`config.mk`:
```
export PLATFORM = sky130hd
export DESIGN_NAME = avalon_pio_responder
export DESIGN_NICKNAME = d
export VERILOG_FILES = /design/src/rtl/avalon_pio_responder_pkg.sv /design/src/rtl/avalon_pio_responder_key_debouncer.sv /design/src/rtl/avalon_pio_responder.sv
export SDC_FILE = /design/constraint.sdc
export NUM_CORES = 1
export LEC_CHECK = 0
export BUFFER_PORTS_ARGS = -buffer_cell sky130_fd_sc_hd__buf_2
export CAP_MARGIN = 10
export CORE_AREA = 2 2 74 76
export DETAILED_ROUTE_END_ITERATION = 16
export DIE_AREA = 0 0 76 78
export PLACE_DENSITY_LB_ADDON = 0.12
export SLEW_MARGIN = 5
export SYNTH_ARGS = -nofsm -noshare
export SYNTH_HDL_FRONTEND = slang
export SYNTH_SLANG_ARGS = --single-unit
```
`constraint.sdc`:
```
create_clock -name clk -period 2.3 [get_ports clk]
set_input_delay 0 -clock clk [delete_from_list [all_inputs] [get_ports clk]]
set_output_delay 0 -clock clk [all_outputs]
set_load 0.005 [all_outputs]
```
`src/rtl/avalon_pio_responder_pkg.sv`:
```
// Shared constants and types for the Avalon PIO responder register block.
package pio_responder_pkg;

  localparam int DATA_W_DEF = 32;

  localparam logic [1:0] ADDR_SW   = 2'd0;
  localparam logic [1:0] ADDR_LED  = 2'd1;
  localparam logic [1:0] ADDR_EDGE = 2'd2;
  localparam logic [1:0] ADDR_MASK = 2'd3;

  typedef enum logic {
    STABLE   = 1'b0,
    SETTLING = 1'b1
  } deb_state_t;

endpackage

```
`src/rtl/avalon_pio_responder_key_debouncer.sv`:
```
// Two-flop synchronizer plus debounce FSM for the active-low accumulate key.
// Emits a one-cycle press pulse when the accepted level falls 1->0.
module key_debouncer
  import pio_responder_pkg::*;
#(
  parameter int DEBOUNCE_CYCLES = 500000
) (
  input  logic clk,
  input  logic reset,
  input  logic i_key_n,
  output logic o_press_pulse
);

  localparam int CW = $clog2(DEBOUNCE_CYCLES);
  localparam logic [CW-1:0] CNT_LAST = CW'(DEBOUNCE_CYCLES - 1);

  logic          r_key_s1;
  logic          r_key_s2;
  logic          r_stable;
  logic [CW-1:0] r_cnt;
  deb_state_t    r_state;
  logic          w_mismatch;
  logic          w_accept;

  assign w_mismatch = (r_key_s2 != r_stable);
  // The new level is accepted on the cycle the count expires with the mismatch still present.
  assign w_accept      = (r_state == SETTLING) && w_mismatch && (r_cnt == CNT_LAST);
  assign o_press_pulse = w_accept && r_stable;

  always_ff @(posedge clk) begin
    if (reset) begin
      r_key_s1 <= 1'b1;
      r_key_s2 <= 1'b1;
      r_stable <= 1'b1;
      r_cnt    <= '0;
      r_state  <= STABLE;
    end else begin
      r_key_s1 <= i_key_n;
      r_key_s2 <= r_key_s1;
      case (r_state)
        STABLE: begin
          r_cnt <= '0;
          if (w_mismatch) r_state <= SETTLING;
        end
        SETTLING: begin
          if (!w_mismatch) begin
            r_cnt   <= '0;
            r_state <= STABLE;
          end else if (w_accept) begin
            r_stable <= ~r_stable;
            r_cnt    <= '0;
            r_state  <= STABLE;
          end else begin
            r_cnt <= r_cnt + 1'b1;
          end
        end
        default: begin
          r_cnt   <= '0;
          r_state <= STABLE;
        end
      endcase
    end
  end

endmodule

```
`src/rtl/avalon_pio_responder.sv`:
```
// Avalon-MM register block: synchronized switches, LED drive, key edge capture
// with W1C clear and a maskable level interrupt.
module avalon_pio_responder
  import pio_responder_pkg::*;
#(
  parameter int DATA_W          = DATA_W_DEF,
  parameter int SW_W            = 8,
  parameter int DEBOUNCE_CYCLES = 500000
) (
  input  logic              clk,
  input  logic              reset,
  input  logic [1:0]        avs_address,
  input  logic              avs_read,
  input  logic              avs_write,
  input  logic [DATA_W-1:0] avs_writedata,
  output logic [DATA_W-1:0] avs_readdata,
  output logic              avs_readdatavalid,
  output logic              irq,
  input  logic [SW_W-1:0]   sw_in,
  input  logic              key_n,
  output logic [SW_W-1:0]   led_out
);

  logic [SW_W-1:0]   r_sw_s1;
  logic [SW_W-1:0]   r_sw_s2;
  logic [SW_W-1:0]   r_led;
  logic              r_edge;
  logic              r_mask;
  logic              r_irq;
  logic [DATA_W-1:0] r_rdata;
  logic              r_rvalid;

  logic [DATA_W-1:0] w_rd_mux;
  logic              w_press;
  logic              w_wr_led;
  logic              w_wr_mask;
  logic              w_edge_clr;
  logic              w_unused;

  key_debouncer #(
    .DEBOUNCE_CYCLES(DEBOUNCE_CYCLES)
  ) u_key_debouncer (
    .clk          (clk),
    .reset        (reset),
    .i_key_n      (key_n),
    .o_press_pulse(w_press)
  );

  assign w_wr_led   = avs_write && (avs_address == ADDR_LED);
  assign w_wr_mask  = avs_write && (avs_address == ADDR_MASK);
  assign w_edge_clr = avs_write && (avs_address == ADDR_EDGE) && avs_writedata[0];
  assign w_unused   = ^avs_writedata[DATA_W-1:SW_W];

  // Mux sees pre-write register values, so a same-cycle read/write returns old data.
  always_comb begin
    w_rd_mux = '0;
    case (avs_address)
      ADDR_SW:   w_rd_mux = DATA_W'(r_sw_s2);
      ADDR_LED:  w_rd_mux = DATA_W'(r_led);
      ADDR_EDGE: w_rd_mux = DATA_W'(r_edge);
      ADDR_MASK: w_rd_mux = DATA_W'(r_mask);
      default:   w_rd_mux = '0;
    endcase
  end

  always_ff @(posedge clk) begin
    if (reset) begin
      r_sw_s1  <= '0;
      r_sw_s2  <= '0;
      r_led    <= '0;
      r_edge   <= 1'b0;
      r_mask   <= 1'b0;
      r_irq    <= 1'b0;
      r_rdata  <= '0;
      r_rvalid <= 1'b0;
    end else begin
      r_sw_s1  <= sw_in;
      r_sw_s2  <= r_sw_s1;
      r_rvalid <= avs_read;
      r_rdata  <= avs_read ? w_rd_mux : '0;
      if (w_wr_led)  r_led  <= avs_writedata[SW_W-1:0];
      if (w_wr_mask) r_mask <= avs_writedata[0];
      // A press in the same cycle as a clear keeps the bit set.
      if (w_press)         r_edge <= 1'b1;
      else if (w_edge_clr) r_edge <= 1'b0;
      r_irq <= r_edge & r_mask;
    end
  end

  assign avs_readdata      = r_rdata;
  assign avs_readdatavalid = r_rvalid;
  assign irq               = r_irq;
  assign led_out           = r_led;

endmodule

```
Word-level counts from Yosys, hierarchy flattened
Index checks and enable logic that the tools add are counted.

$add $sub $neg: 1. Equality and inequality tests: 5. Muxes and demuxes: 10. Bitwise operators: 4. Reduce and logical (&&, ||, !) cells: 11.

Operators with widths (count): $pmux 32 s4 (1); $mux 19 (2); $pmux 19 s2 (1); $add 19x1->19 const B (1); $eq 19x19->1 const B (1); $logic_and 1x1->1 (7); $mux 1 (5); $eq 2x2->1 const B (2); $not 1->1 (3); $reduce_and 3->1 (1); $eq 2x1->1 const B (1); $logic_not 2->1 (1); $pmux 1 s2 (1); $reduce_bool 2->1 (1); $reduce_or 2->1 (1); $and 1x1->1 (1); $ne 1x1->1 (1).

Bits in registers: 83. Word-level logic and storage cells: 44.

Depth between registers and ports, before layout
Gate-level depths: netlist of run 1.

Depth after elaboration: 6. Gate-level depth with buffers: 7. Mapped depth without buffers: 5.

Hierarchy
From an unflattened synthesis of run 1, not the netlist that was laid out.

Cell total of the unflattened synthesis: 249. Area total of the unflattened synthesis: 2464.9 um^2.

Modules (own cells, without submodules): avalon_pio_responder (times used 1, cells an instance 133, area each 1447.6 um^2); key_debouncer (times used 1, cells an instance 116, area each 1017.2 um^2).

Worst setup path after synthesis of run 1
OpenSTA, ideal clock, no wires.

Path type: reg-to-reg. From: reg u_key_debouncer.r_cnt[0]. To: reg u_key_debouncer.r_cnt[16]. Library setup time: 70 ps. Arrival time: 1701 ps. Required time: 2230 ps. Path slack: 529 ps. Cell stages (with the launch flop): 6. Path through: dfxtp_1 > ha_1 > nand4_2 > or4_4 > or3_1 > a21oi_1.

Cells in the longest elaborated chain, start to end: 5. Elaborated cells on any way between the ends: 6.

RTL lines: from (decl) (RTL line avalon_pio_responder_key_debouncer.sv:20) `logic [CW-1:0] r_cnt;`; from (signal assigned) (RTL line avalon_pio_responder_key_debouncer.sv:54) `r_cnt <= r_cnt + 1'b1;`; branches (longest 2 deep; another with $add 19x1->19); $mux 19 (*) (RTL line avalon_pio_responder_key_debouncer.sv:49) `end else if (w_accept) begin`; $mux 19 (*) (RTL line avalon_pio_responder_key_debouncer.sv:46) `if (!w_mismatch) begin`; $pmux 19 s2 (*) (RTL line avalon_pio_responder_key_debouncer.sv:40) `case (r_state)`.

Mark *: on every way between the ends. A chain may end at the register's enable or synchronous reset.

Worst setup path in the final report of run 1
Same ends and word-level chain as after synthesis.

==> flow_summary_export.csv, run 1 <==
group,metric,value,unit
outcome,status,"finished clean",
synth,synth_seq_area_share,50.2,%
cells_and_area,diodes,0,
job,cap_violations,0,
route,viasPerCell,4.47,
timing,finalClockSkew,0.00442,ns
clock_tree,post_cts_resized,0,
timing,rsz0062_at_grt,"false",
timing,tightest_slew,0.631,ns
timing,fmax,519,MHz
route,drc_errors,0,
timing,setup_viol,0,
die,fp.dieW,76,um
timing,period_needed,1.93,ns
critical_path,startpoint_type,"flop",
route,wirelength,4.22,mm
synth,synth_ff_type,"dfxtp_1",
clock_tree,cts_buffer_depth,2,
cells_and_area,utilization,57.9,%
clock_tree,insertion_delay,0.33,ns
worst_hold_path,hold_class,"primary input to flop",
cells_and_area,nFillCells,473,
power,p_leak,0.00125,uW
die,fp.dieH,78,um
global_routing,overflow,0,
power,p_per_area,772,nW/um^2
power,ir_drop,0.336,mV
global_routing,grt_pass1_wl,7.20,mm
die,pin_count,89,
critical_path,critPathKind,"flop to flop",
cells_and_area,drive_above_1_share,20.4,%
clock_tree,cts_tree,"built",
die,initial_core_util,46.7,%
clock_tree,cts-htree-levels,3,
place,port_buffers,40,
synth,yosysMostFrequentCell,"dfxtp_1",
critical_path,critPathCaptureType,"flop",
route,vias,1671,
clock_tree,cts_sinks,59,
synth,async_flop_share,0,%
place,preCtsSetupSlack,0.364,ns
clock_tree,cts_buffers,9,
timing,hold_slack,0.0512,ns
timing,hold_viol,0,
clock_tree,root_buffer,"clkbuf_8",
timing,fin_setup_tns,0,ns
route,ant_nets,0,
clock_tree,clk_pin_slew_worst_paths,0.06,ns
synth,synth-warning-count,0,
synth,synth_area_leader_cell,"dfxtp_1",
die,rows,26,
critical_path,cp_data_required_time,2.56,ns
critical_path,cp.arrival,2.19,ns
synth,syn_area_per_cell,9.77,sq um
synth,synth_cells,241,
synth,ys_seq_elements,59,
die,core_area,5040,sq um
global_routing,first_global_vias,1559,
clock_tree,post_cts_buffers,0,
route,wl_per_cell,11.3,um
timing,fin_ws,0.372,ns
synth,ys_types,39,
synth,synth_top_area_share,50.2,%
global_routing,grt_max_degree,34,
synth,ys_top_cells_by_area,"dfxtp_1 50%, buf_4 7.7%, mux2i_1 6.8%",
timing,relSlewSlack,57.5,%
global_routing,antenna_found_initial,0,
synth,synth_edf_count,0,
synth,netlist_area,2350,sq um
power,power.total,2250,uW
global_routing,grtUsageTotal,15.6,%
die,die-area,5930,sq um
route,drt_first_iter_violations,110,
cells_and_area,fin_nets,348,
timing,maxSlewViolCount,0,
critical_path,crit_path_max_fanout,5,
route,drtPass1Iterations,4,
place,hpwl,2.76,mm
cells_and_area,area_growth,24.1,%
synth,synthTopCellsByCount,"59 x dfxtp_1, 32 x nor2_1, 24 x buf_4",
place,gp_congestion,0.820,
clock_tree,postCtsHoldBufs,18,
timing,period_share,83.8,%
[report_power, final]
group          total [uW]  switching (uW)  internal [uW]  leakage (uW)
clock network        1090             383            707      0.000119
registers            1050            8.88           1040      0.000480
logic                 110            49.1           61.1      0.000650
total                2250             441           1810       0.00125
[flip-flops by register name (all words and copies together), names as in the netlist, 8 cells and up]
name,flops
u_key_debouncer.r_cnt,19
r_sw_s2,8
led_out,8
r_sw_s1,8
avs_readdata,8
[final timing paths]
check                                                          from                                   end  slack [ns]  cells after the start
worst max-delay path            u_key_debouncer.r_cnt[0]$_SDFF_PP0_  u_key_debouncer.r_cnt[16]$_SDFF_PP0_        0.37                      5
worst min-delay path                                      avs_write                   r_edge$_SDFFE_PP0P_        0.05                      4
worst max register to register  u_key_debouncer.r_cnt[0]$_SDFF_PP0_  u_key_debouncer.r_cnt[16]$_SDFF_PP0_        0.37                      5
worst min register to register  u_key_debouncer.r_key_s1$_SDFF_PP1_   u_key_debouncer.r_key_s2$_SDFF_PP1_        0.41                      1
[final cells by class]
type	count	area, sq um	area share [%]
clock buffer	9	124	4.24
clock inverter	6	105	3.60
inverter	1	3.75	0.129
multi-input combinational	170	1030	35.3
sequential	59	1180	40.4
tap	70	87.6	3.00
timing repair buffer	59	388	13.3
[per-layer routing]
metal	GRT usage (%)	vias to the layer above	share of wire, %
li1	-	882	-
met1	20.4	727	49
met2	22.6	57	42
met3	6.51	5	6.4
met4	7.09	0	1.6
met5	0	-	0
[cells in the final DEF, fill, tap and decap left out, types with 3 or more instances in the layout]
cell | netlist | routed
a21oi_1 | 6 | 6
buf_2 | 5 | 40
bufinv_16 | 0 | 3
clkbuf_8 | 0 | 9
clkinv_2 | 0 | 3
conb_1 | 1 | 24
dfxtp_1 | 59 | 59
dlygate4sd3_1 | 0 | 18
mux2i_1 | 16 | 16
nand2_1 | 8 | 8
nand3_1 | 11 | 11
nand4_1 | 4 | 4
nor2_1 | 32 | 32
nor2b_1 | 18 | 18
nor3_1 | 3 | 3
o21ai_0 | 3 | 3
or3_1 | 3 | 3
xnor2_1 | 6 | 6
xor2_1 | 7 | 7
[logic make-up (layout without fill, tap and decap cells)]
| family | after synthesis | in the layout | share of synthesized area, % |
|---|---|---|---|
| and+or+nand+nor | 101 | 101 | 23.2 |
| xor gates and xnor gates | 13 | 13 | 4.84 |
| muxes | 17 | 17 | 7.76 |
| other | 1 | 24 | 0.159 |
| adders and majority gates | 1 | 1 | 0.532 |
| buffers and inverters | 35 | 75 | 9.68 |
| DFF | 59 | 59 | 50.2 |
| AOI/OAI and AO/OA | 14 | 14 | 3.61 |
[metrics by stage]
stage                     cells  area, sq um
final                       374         2920
after CTS                   374         2920
after floorplan             264         2440
after global routing        374         2920
after detailed placement    341         2510
after global placement      341         2510
[critical path, stage by stage (launching register included)]
cell     delay (ns)
dfxtp_1        0.39
ha_1           0.27
nand4_2        0.16
or4_4          0.58
or3_1          0.32
a21oi_1        0.13
No activity file was read; power rests on OpenSTA's default activity.
==> inputs of run 2 (changes only) <==
==> constraint.sdc (replaced) <==
create_clock -name clk -period 1.9 [get_ports clk]
set_input_delay 0 -clock clk [delete_from_list [all_inputs] [get_ports clk]]
set_output_delay 0 -clock clk [all_outputs]
set_load 0.005 [all_outputs]
==> run 2 against run 1 <==
Compared with the run above:
- critical path type unchanged
- critical path depth stayed put
- first-iteration DRC count is 35% lower
- largest cell class unchanged
- critical endpoint unchanged
- global-route usage is 0.22 points lower
- die area stayed put
- highest routed layer unchanged
- power is 19% higher
- worst hold slack better by 0.012 ns
- routed wire length is 0.36% higher
==> flow_summary_export.csv, run 2 (synthesis gave the netlist of run 1 again) <==
group,metric,value,unit
outcome,status,"finished clean",
critical_path,critPathKind,"flop to flop",
cells_and_area,area_growth,26.2,%
worst_hold_path,hold_class,"primary input to flop",
timing,period_share,93.1,%
die,pin_count,89,
global_routing,top_usage_layer,"met2",
cells_and_area,final_common_cell,"dfxtp_1",
timing,hold_slack,0.0634,ns
critical_path,critPathCaptureType,"flop",
clock_tree,cts_tree,"built",
route,drt_first_iter_violations,71,
critical_path,crit_path_max_fanout,3,
clock_tree,cts-htree-levels,3,
global_routing,grt_util_met1,20.5,%
clock_tree,post_cts_resized,0,
timing,relSlewSlack,63.2,%
global_routing,antenna_found_initial,0,
cells_and_area,drive_above_1_share,21.6,%
place,gp_congestion,0.824,
critical_path,startpoint_type,"flop",
route,drtPass1Iterations,4,
global_routing,overflow,0,
clock_tree,post_cts_buffers,0,
route,ant_nets,0,
power,p_leak,0.00128,uW
timing,maxSlewViolCount,0,
job,cap_violations,0,
global_routing,grtUsageMet2,22.3,%
die,core_area,5040,sq um
global_routing,use_met3,5.47,%
critical_path,cp.arrival,2.02,ns
global_routing,grt_max_degree,34,
timing,period_needed,1.77,ns
clock_tree,cts_sinks,59,
cells_and_area,diodes,0,
timing,fin_setup_tns,0,ns
die,fp.dieH,78,um
die,die-area,5930,sq um
timing,fmax,565,MHz
timing,finalClockSkew,0.00690,ns
route,drc_errors,0,
die,initial_core_util,46.7,%
route,wirelength,4.23,mm
die,rows,26,
cells_and_area,utilization,58.9,%
clock_tree,cts_buffer_depth,2,
cells_and_area,seqCellArea,1180,sq um
cells_and_area,multi_input_area,1030,sq um
clock_tree,insertion_delay,0.32,ns
place,port_buffers,40,
global_routing,grtUsageTotal,15.4,%
cells_and_area,largest_reg_flops,19,
cells_and_area,final_cell_mix,"59 x dfxtp_1, 40 x buf_2, 32 x nor2_1, 24 x conb_1",
timing,rsz0062_at_grt,"false",
timing,hold_viol,0,
cells_and_area,largest-register,"u_key_debouncer.r_cnt",
global_routing,first_global_vias,1583,
place,hpwl,2.81,mm
clock_tree,cts_buffers,9,
power,p_per_area,903,nW/um^2
timing,tightest_slew,0.552,ns
clock_tree,root_buffer,"clkbuf_8",
die,fp.dieW,76,um
route,vias,1701,
critical_path,cp_data_required_time,2.15,ns
cells_and_area,nFillCells,445,
power,ir_drop,0.621,mV
timing,setup_viol,0,
cells_and_area,fin_nets,353,
route,wl_per_cell,11.1,um
power,power.total,2680,uW
global_routing,grt_pass1_wl,7.23,mm
clock_tree,clk_pin_slew_worst_paths,0.06,ns
route,viasPerCell,4.48,
[run 2: changes by cell type in the layout (fill, tap and decap cells not counted)]
| cell | before | now |
|---|---|---|
| buf_4 | 1 | 5 |
| clkbuf_8 | 9 | 11 |
| clkinv_2 | 3 | 1 |
| buf_12 | 0 | 1 |
| bufinv_16 | 3 | 2 |
| clkbuf_1 | 0 | 1 |
| clkinvlp_4 | 0 | 1 |
[run 2: stage by stage]
stage	area [sq um]	std cells	setup WS (ns)
3_5_place_dp	2560	346	0.137
6_report	2970	380	0.132
4_1_cts	2970	380	0.130
5_1_grt	2970	380	0.0670
2_1_floorplan	2440	264	0.129
3_3_place_gp	2560	346	0.162
[run 2: final cells by class]
class / instances / area share, %
Sequential cell: 59 / 39.8
Multi-Input combinational cell: 170 / 34.7
Timing Repair Buffer: 64 / 14.7
Clock buffer: 12 / 5.23
Tap cell: 70 / 2.95
Clock inverter: 4 / 2.44
Inverter: 1 / 0.126
[run 2: metal layers]
| layer | vias up | part of all wire, % |
|---|---|---|
| met3 | 10 | 5.0 |
| met2 | 54 | 42 |
| met4 | 0 | 2.4 |
| li1 | 888 | - |
| met5 | - | 0 |
| met1 | 749 | 51 |
[run 2: power breakdown]
group / total, uW / internal (uW) / switching, uW / leakage (uW)
clock network: 1270 / 808 / 462 / 0.000113
logic: 134 / 74.3 / 59.4 / 0.000684
registers: 1280 / 1260 / 11.1 / 0.000480
[run 2: what timing repair did]
action | CTS | global route
hold endpoints to repair | 19 | 0
endpoints found under the setup margin | 0 | 0
hold buffers | 18 | 0
[run 2: critical path, cell delays in order, from the launching register on]
cell	delay (ns)
dfxtp_1	0.33
ha_1	0.18
nand4_2	0.15
or4_4	0.58
or3_1	0.32
a21oi_1	0.14
[run 2: final timing paths]
check / startpoint / to / slack (ns) / cells past startpoint
worst max-delay path: u_key_debouncer.r_cnt[0]$_SDFF_PP0_ / u_key_debouncer.r_cnt[16]$_SDFF_PP0_ / 0.13 / 5
worst min register to register: u_key_debouncer.r_key_s1$_SDFF_PP1_ / u_key_debouncer.r_key_s2$_SDFF_PP1_ / 0.41 / 1
worst max register to register: u_key_debouncer.r_cnt[0]$_SDFF_PP0_ / u_key_debouncer.r_cnt[16]$_SDFF_PP0_ / 0.13 / 5
worst min-delay path: avs_write / r_edge$_SDFFE_PP0P_ / 0.06 / 4
